[config.mk]
export PLATFORM = sky130hd
export DESIGN_NAME = prefix_and_or_pipe
export DESIGN_NICKNAME = d
export VERILOG_FILES = /design/src/rtl/lau_pkg.sv /design/src/rtl/prefix_pipe_stage.sv /design/src/rtl/prefix_and_or_pipe.sv
export SDC_FILE = /design/constraint.sdc
export NUM_CORES = 1
export LEC_CHECK = 0
export CORE_ASPECT_RATIO = 1.1
export CORE_MARGIN = 4
export CORE_UTILIZATION = 45
export CTS_BUF_LIST = sky130_fd_sc_hd__clkbuf_8
export CTS_CLUSTER_DIAMETER = 100
export CTS_CLUSTER_SIZE = 20
export DETAILED_ROUTE_END_ITERATION = 10
export HOLD_SLACK_MARGIN = 0.06
export PLACE_DENSITY_LB_ADDON = 0.15
export SLEW_MARGIN = 20
export SYNTH_ARGS = -nofsm -noshare
export SYNTH_HDL_FRONTEND = slang
export SYNTH_SLANG_ARGS = --single-unit
[constraint.sdc]
create_clock -name clk_i -period 2 [get_ports clk_i]
set_input_delay 0.2 -clock clk_i [delete_from_list [all_inputs] [get_ports clk_i]]
set_output_delay 0.2 -clock clk_i [all_outputs]
set_load 0.1 [all_outputs]
[src/rtl/lau_pkg.sv]
// Shared arithmetic-library definitions: prefix topology selector and
// helpers that size pipelined prefix networks from lane width and topology.
package lau_pkg;

    typedef enum logic [1:0] {FAST, MEDIUM, SLOW} speed_e;

    function automatic int prefix_levels(input int w, input speed_e speed);
        int lg;
        lg = $clog2(w);
        case (speed)
            FAST:    return lg;
            MEDIUM:  return 2 * lg - 1;
            default: return 1;
        endcase
    endfunction

    function automatic int prefix_stages(input int w, input speed_e speed, input int levelsPerStage);
        int lvls;
        lvls = prefix_levels(w, speed);
        return (lvls + levelsPerStage - 1) / levelsPerStage;
    endfunction

endpackage

[src/rtl/prefix_pipe_stage.sv]
// One valid/ready register stage of the prefix pipeline, holding G, P and
// (with PREFIX_AND_OR_PIPE_CIN_EN) the per-lane carry-in of its operand.
module prefix_pipe_stage #(
    parameter int width = 32
`ifdef PREFIX_AND_OR_PIPE_CIN_EN
  , parameter int lanes = 1
`endif
) (
    input  logic             clk_i,
    input  logic             rst_ni,
    input  logic             flush_i,
    input  logic             inValid,
    output logic             inReady,
    input  logic [width-1:0] inG,
    input  logic [width-1:0] inP,
`ifdef PREFIX_AND_OR_PIPE_CIN_EN
    input  logic [lanes-1:0] inC,
`endif
    output logic             outValid,
    input  logic             outReady,
    output logic [width-1:0] outG,
    output logic [width-1:0] outP
`ifdef PREFIX_AND_OR_PIPE_CIN_EN
  , output logic [lanes-1:0] outC
`endif
);

    logic load;

    // Accept when empty or when the held entry leaves this cycle; a flush blocks loading.
    assign inReady = !flush_i && (!outValid || outReady);
    assign load    = inValid && inReady;

    always_ff @(posedge clk_i or negedge rst_ni) begin
        if (!rst_ni) begin
            outValid <= 1'b0;
            outG     <= '0;
            outP     <= '0;
`ifdef PREFIX_AND_OR_PIPE_CIN_EN
            outC     <= '0;
`endif
        end else begin
            if (flush_i)
                outValid <= 1'b0;
            else if (load)
                outValid <= 1'b1;
            else if (outReady)
                outValid <= 1'b0;
            if (load) begin
                outG <= inG;
                outP <= inP;
`ifdef PREFIX_AND_OR_PIPE_CIN_EN
                outC <= inC;
`endif
            end
        end
    end

endmodule

[src/rtl/prefix_and_or_pipe.sv]
// Pipelined, lane-segmented parallel-prefix AND-OR carry network.
// Define PREFIX_AND_OR_PIPE_CIN_EN to add the per-lane CI input.
module prefix_and_or_pipe
    import lau_pkg::*;
#(
    parameter int     width          = 32,
    parameter int     lanes          = 1,
    parameter speed_e speed          = FAST,
    parameter int     levelsPerStage = 1
) (
    input  logic             clk_i,
    input  logic             rst_ni,
    input  logic             flush_i,
    input  logic             valid_i,
    output logic             ready_o,
    input  logic [width-1:0] GI,
    input  logic [width-1:0] PI,
`ifdef PREFIX_AND_OR_PIPE_CIN_EN
    input  logic [lanes-1:0] CI,
`endif
    output logic             valid_o,
    input  logic             ready_i,
    output logic [width-1:0] GO,
    output logic [width-1:0] PO
);

    localparam int laneW     = width / lanes;
    localparam int logW      = $clog2(laneW);
    localparam int numLevels = prefix_levels(laneW, speed);
    localparam int numStages = prefix_stages(laneW, speed, levelsPerStage);
    localparam int lastStage = numStages - 1;

    // One prefix level over every lane. Sources are never updated within their
    // own level, so reading the updated word is safe and makes SLOW a ripple.
    function automatic logic [2*width-1:0] prefixLevel(input logic [width-1:0] g,
                                                       input logic [width-1:0] p,
                                                       input int lvl);
        logic [width-1:0] gn, pn;
        int src, d, b;
        gn = g;
        pn = p;
        for (int j = 0; j < lanes; j++) begin
            for (int i = 1; i < laneW; i++) begin
                src = -1;
                d   = 0;
                case (speed)
                    FAST: if (((i >> lvl) & 1) == 1) src = ((i >> lvl) << lvl) - 1;
                    MEDIUM: begin
                        if (lvl < logW) begin
                            d = 1 << lvl;
                            if ((i + 1) % (2 * d) == 0) src = i - d;
                        end else begin
                            d = 1 << (2 * logW - 2 - lvl);
                            if ((i + 1) % (2 * d) == d) src = i - d;
                        end
                    end
                    default: src = i - 1;
                endcase
                if (src >= 0) begin
                    b     = j * laneW + i;
                    gn[b] = gn[b] | (pn[b] & gn[j * laneW + src]);
                    pn[b] = pn[b] & pn[j * laneW + src];
                end
            end
        end
        return {gn, pn};
    endfunction

    logic [numStages-1:0]            stValid, stReady;
    logic [numStages-1:0][width-1:0] stG, stP;
`ifdef PREFIX_AND_OR_PIPE_CIN_EN
    logic [numStages-1:0][lanes-1:0] stC;
`endif

    for (genvar k = 0; k < numStages; k++) begin : gStage
        localparam int loLvl = k * levelsPerStage;
        localparam int hiLvl = ((k + 1) * levelsPerStage < numLevels) ? (k + 1) * levelsPerStage : numLevels;

        logic [width-1:0]   srcG, srcP, levG, levP;
        logic [2*width-1:0] gp;
        logic               srcValid, dstReady;
`ifdef PREFIX_AND_OR_PIPE_CIN_EN
        logic [lanes-1:0]   srcC;
`endif

        if (k == 0) begin : gFirst
            assign srcG     = GI;
            assign srcP     = PI;
            assign srcValid = valid_i;
`ifdef PREFIX_AND_OR_PIPE_CIN_EN
            assign srcC     = CI;
`endif
        end else begin : gMid
            assign srcG     = stG[k-1];
            assign srcP     = stP[k-1];
            assign srcValid = stValid[k-1];
`ifdef PREFIX_AND_OR_PIPE_CIN_EN
            assign srcC     = stC[k-1];
`endif
        end

        if (k == lastStage) begin : gLast
            assign dstReady = ready_i;
        end else begin : gNext
            assign dstReady = stReady[k+1];
        end

        // Prefix levels loLvl..hiLvl-1 sit in front of this stage's register.
        always_comb begin
            levG = srcG;
            levP = srcP;
            gp   = '0;
            for (int l = loLvl; l < hiLvl; l++) begin
                gp   = prefixLevel(levG, levP, l);
                levG = gp[2*width-1:width];
                levP = gp[width-1:0];
            end
        end

        prefix_pipe_stage #(
            .width(width)
`ifdef PREFIX_AND_OR_PIPE_CIN_EN
          , .lanes(lanes)
`endif
        ) uStage (
            .clk_i   (clk_i),
            .rst_ni  (rst_ni),
            .flush_i (flush_i),
            .inValid (srcValid),
            .inReady (stReady[k]),
            .inG     (levG),
            .inP     (levP),
`ifdef PREFIX_AND_OR_PIPE_CIN_EN
            .inC     (srcC),
`endif
            .outValid(stValid[k]),
            .outReady(dstReady),
            .outG    (stG[k]),
            .outP    (stP[k])
`ifdef PREFIX_AND_OR_PIPE_CIN_EN
          , .outC    (stC[k])
`endif
        );
    end

    assign ready_o = stReady[0];
    assign valid_o = stValid[lastStage];
    assign PO      = stP[lastStage];

`ifdef PREFIX_AND_OR_PIPE_CIN_EN
    // Fold each lane's carry-in into its group terms after the last register.
    always_comb begin
        GO = stG[lastStage];
        for (int j = 0; j < lanes; j++)
            for (int i = 0; i < laneW; i++)
                GO[j*laneW+i] = stG[lastStage][j*laneW+i] | (stP[lastStage][j*laneW+i] & stC[lastStage][j]);
    end
`else
    assign GO = stG[lastStage];
`endif

endmodule

# Word level (Yosys, flattened, before mapping)
# Index checks and enable logic that the tools add are counted.
dict set report classes {
  add_sub_neg 0
  multipliers 0
  div 0
  magnitude_cmp 0
  eq_ne 0
  shift 0
  mux 15
  n_bitwise 240
  n_reduce_logical 26
}
# op n
set op_table {}
lappend op_table {{$and 1x1->1} 160}
lappend op_table {{$or 1x1->1} 80}
lappend op_table {{$mux 1} 15}
lappend op_table {{$reduce_bool 3->1} 5}
lappend op_table {{$logic_and 1x1->1} 10}
lappend op_table {{$logic_not 1->1} 6}
lappend op_table {{$logic_or 1x1->1} 5}
dict set report word_totals {
  register_bits 325
  latch_bits 0
  ramBits 0
  mem_bits_ro 0
  input_bits 69
  out_inout_bits 66
  word_cells 296
  n_memories 0
}

# Depth between registers and ports, before layout
dict set report logic_depth {
  depth_word 14
  depth_mapped 6
  depth_no_buf 3
}

# By module
# A second synthesis with hierarchy kept.
dict set report unflattened {
  hier_cells 870
  area_unflattened_um2 14851.7
}
# mod n_inst cells_per_inst area_each_um2 seq_area_each_um2
set by_module_without_submodules {}
lappend by_module_without_submodules {prefix_pipe_stage 5 141 2741.4 1626.6}
lappend by_module_without_submodules {prefix_and_or_pipe 1 165 1144.8 0.0}

# Worst setup path after synthesis
# No wires, ideal clock.
dict set report synth_path {
  path_kind {reg-to-output}
  from {register gStage[4].uStage.outValid}
  to {output port ready_o}
  arrival_ps 2741
  required_time_ps 1800
  path_slack_ps -941
  path_stages_with_launch 4
  path_cell_list {dfrtp_1 > nor2b_1 > buf_2 > a31oi_1}
}
dict set report synth_between {
  elab_chain_cells 11
}
# item line
set synth_lines {}
lappend synth_lines {{start, declared} prefix_pipe_stage.sv:19} ;# output logic outValid,
lappend synth_lines {{start signal, assigned} prefix_pipe_stage.sv:36} ;# outValid <= 1'b0;
lappend synth_lines {{start signal, assigned} prefix_pipe_stage.sv:44} ;# outValid <= 1'b0;
lappend synth_lines {{start signal, assigned} prefix_pipe_stage.sv:46} ;# outValid <= 1'b1;
lappend synth_lines {{$logic_not 1->1} prefix_pipe_stage.sv:31} ;# assign inReady = !flush_i && (!outValid || outReady);
lappend synth_lines {{$logic_or 1x1->1} prefix_pipe_stage.sv:31}
lappend synth_lines {{$logic_and 1x1->1} prefix_pipe_stage.sv:31}
lappend synth_lines {{$logic_or 1x1->1} prefix_pipe_stage.sv:31}
lappend synth_lines {{$logic_and 1x1->1} prefix_pipe_stage.sv:31}
lappend synth_lines {{$logic_or 1x1->1} prefix_pipe_stage.sv:31}
lappend synth_lines {{$logic_and 1x1->1} prefix_pipe_stage.sv:31}
lappend synth_lines {{$logic_or 1x1->1} prefix_pipe_stage.sv:31}
lappend synth_lines {{$logic_and 1x1->1} prefix_pipe_stage.sv:31}
lappend synth_lines {{$logic_or 1x1->1} prefix_pipe_stage.sv:31}
lappend synth_lines {{$logic_and 1x1->1} prefix_pipe_stage.sv:31}
lappend synth_lines {{end, declared} prefix_and_or_pipe.sv:15} ;# output logic ready_o,
# Every way passes these cells.

# Worst setup path after layout
# Ends and elaborated chain as after synthesis.

==> reports/qor.txt <==
Max VDD drop: 0.757 mV
F_max: 523 MHz
Die area: 32300 um^2
Max Cap Viol: 0
Synth area leaders: dfrtp_1 (61%), mux2_2 (11%), mux2i_1 (9.6%)
Post-synthesis instance area: 13300 um^2
Placed Area: 15200 um^2
Vias in the first global route: 8250
Drt first pass iters: 4
Routed Wire Length: 25900 um
Pin count of the biggest net entering global routing: 64
Clk Latency, worst-skew pair: 550 ps
WP data required: 1800 ps
Top_reg_cell synth: dfrtp_1
Worst setup EP type: output pin
Inserted Clock Buffers: 20
CP max FO: 6
Gr usage total: 16.5%
Initial antenna violation count: 2
Distinct cell type count after synthesis: 26
Fin area: 15600 um^2
Critical path class: reg -> out
Vias: 7780
Post-synthesis sequential area ratio: 61.2%
CP startpoint kind: flop
Final setup vio count: 0
Fin. max-slew vios: 0
# diodes: 0
FFs w/ async S/R, synth: 100%
Min-delay worst type: in -> async
H-tree depth: 1
Post-synth EDFFs: 0
Yosys reg bits: 325
Setup_tns: 0 ps
Worst-case clock skew: 36.0 ps
CTS tree: yes
Max Buffers Root-to-Sink: 3
# clock sinks: 325
Antenna Nets Post-Route: 0
HPWL after DPL: 18400 um
Hold WS: 151 ps
Share of the synthesized area in the top cell type: 61.2%
Outcome: finished clean
Unrepaired setup endpoints after global routing: false
DIE WIDTH: 172 um
Cells after Synth: 1018
Share of layout cells above drive strength 1: 26.1%
# IOs: 135
Fin nets: 1239
Initial Util: 46.0%
Worst slew margin: 59.9%
Pre-CTS WS: 19.7 ps
Drt drc: 0
Remaining Overflow, GRT: 0
Syn_area_per_cell: 13.0 um^2
Core box area: 28900 um^2
First DRT Iteration DRCs: 432
First-pass GRT wire length: 43900 um
Slowest CP cell: dfrtp_4
Gpl congestion: 0.780
Final WS setup: 88.1 ps
Most frequent cells in the layout: dfrtp_1 (324), mux2_2 (132), inv_1 (132)
Rows: 65
Syn nets: 1087
Period utilization: 95.6%
Commonest non-fill, non-tap cell in the layout: dfrtp_1
Fill cell count: 2554
Worst Tran Pin Value: 602 ps
Die Y-Extent: 188 um
Pleak: 7.73 nW
Cell Chain, Critical Path: nor2b_4 > buf_6 > a31oi_4 > buf_12
Warnings, synthesis: 0
P&R area growth vs syn: 17.3%
CP max stage delay: 500 ps
IO Port Bufs: 134
Wire per inst: 16.8 um
Root Buffer: clkbuf_8
Via density: 5.06
Total chip power: 17.6 mW
PD cells: 1130 nW/um^2
Biggest area consumer among synthesized cells: dfrtp_1
Worst-path clk slew: 130 ps
Arr. time, crit path: 1710 ps
Hold Fails Final Rpt: 0
Tmin final: 1910 ps
## sequential cells by signal, summed over array words and instances (netlist names)
register,flops
gStage.uStage.outG,160
gStage.uStage.outP,160
gStage.uStage.outValid,5
## synth_stat cells (2+ instances only)
cell type,n
clkbuf_1,11
o2bb2ai_1,16
mux2_2,132
buf_2,25
buf_6,6
inv_1,131
a31oi_1,2
buf_1,4
mux2i_1,128
a311o_1,2
buf_4,5
a21oi_1,75
nand2_1,72
mux2_4,28
nand3_1,18
o22a_1,16
o211ai_1,8
nor2b_1,2
nor2_1,6
dfrtp_1,325
## metal layers
metal / GRT usage, % / share of wire (%) / up-vias / routed length [um]
met5: 0 / 0.089 / - / 23
li1: - / - / 3736 / -
met1: 25.0 / 49 / 3870 / 12600
met2: 25.7 / 46 / 137 / 11900
met4: 2.81 / 1.7 / 4 / 444
met3: 2.45 / 3.5 / 33 / 918
## critical path: cells and delay by family, from the launching register on
family | cells | cell delay, ps
AND/OR/NAND/NOR | 1 | 130
buffers and inverters | 2 | 330
flip-flops | 1 | 500
AO/OA/AOI/OAI | 1 | 200
## final cells by class
type / count / area, um^2 / area share (%)
multi-input combinational: 511 / 4440 / 28.5
tap: 368 / 460 / 2.96
inverter: 131 / 492 / 3.16
clock buffer: 21 / 289 / 1.86
sequential: 325 / 8140 / 52.2
timing repair buffer: 181 / 1740 / 11.2
clock inverter: 2 / 20.0 / 0.129
## stage by stage
step	std cells	utilization (%)
2_1_floorplan	1018	-
3_3_place_gp	1509	52.7
3_5_place_dp	1509	52.7
4_1_cts	1536	53.9
5_1_grt	1539	54.0
6_report	1539	54.0
## where the power goes
group / switching (mW) / total [mW] / internal, mW
combinational: 3.58 / 5.44 / 1.86
clock: 1.95 / 2.93 / 0.977
sequential: 1.11 / 9.27 / 8.17
## final timing paths
path / start / end / slack [ps] / cells after the start
min in group clk_i: PI[9] / gStage[0].uStage.outP[9]$_DFFE_PN0P_ / 220 / 3
setup reg to reg: gStage[4].uStage.outValid$_DFFE_PN0P_ / gStage[0].uStage.outG[16]$_DFFE_PN0P_ / 90 / 5
hold / removal: rst_ni / gStage[3].uStage.outP[0]$_DFFE_PN0P_ / 150 / 2
max in group asynchronous: rst_ni / gStage[3].uStage.outP[15]$_DFFE_PN0P_ / 1120 / 3
hold reg to reg: gStage[1].uStage.outP[0]$_DFFE_PN0P_ / gStage[2].uStage.outP[0]$_DFFE_PN0P_ / 490 / 1
setup / recovery: gStage[4].uStage.outValid$_DFFE_PN0P_ / ready_o / 90 / 4
## what timing repair did
item,4_1_cts,5_1_grt
pin swaps,1,1
buffers inserted,3,3
hold buffers,1,0
endpoints found under the setup margin,1,1
resized for setup,0,1
endpoints found under the hold margin,325,0
## kinds of logic after synthesis
family,share of synthesized area [%]
flops,61.2
compound gates,5.79
mux,24.0
buf+inv,5.86
simple gates,3.13
Power figures use the tool's default switching activity.
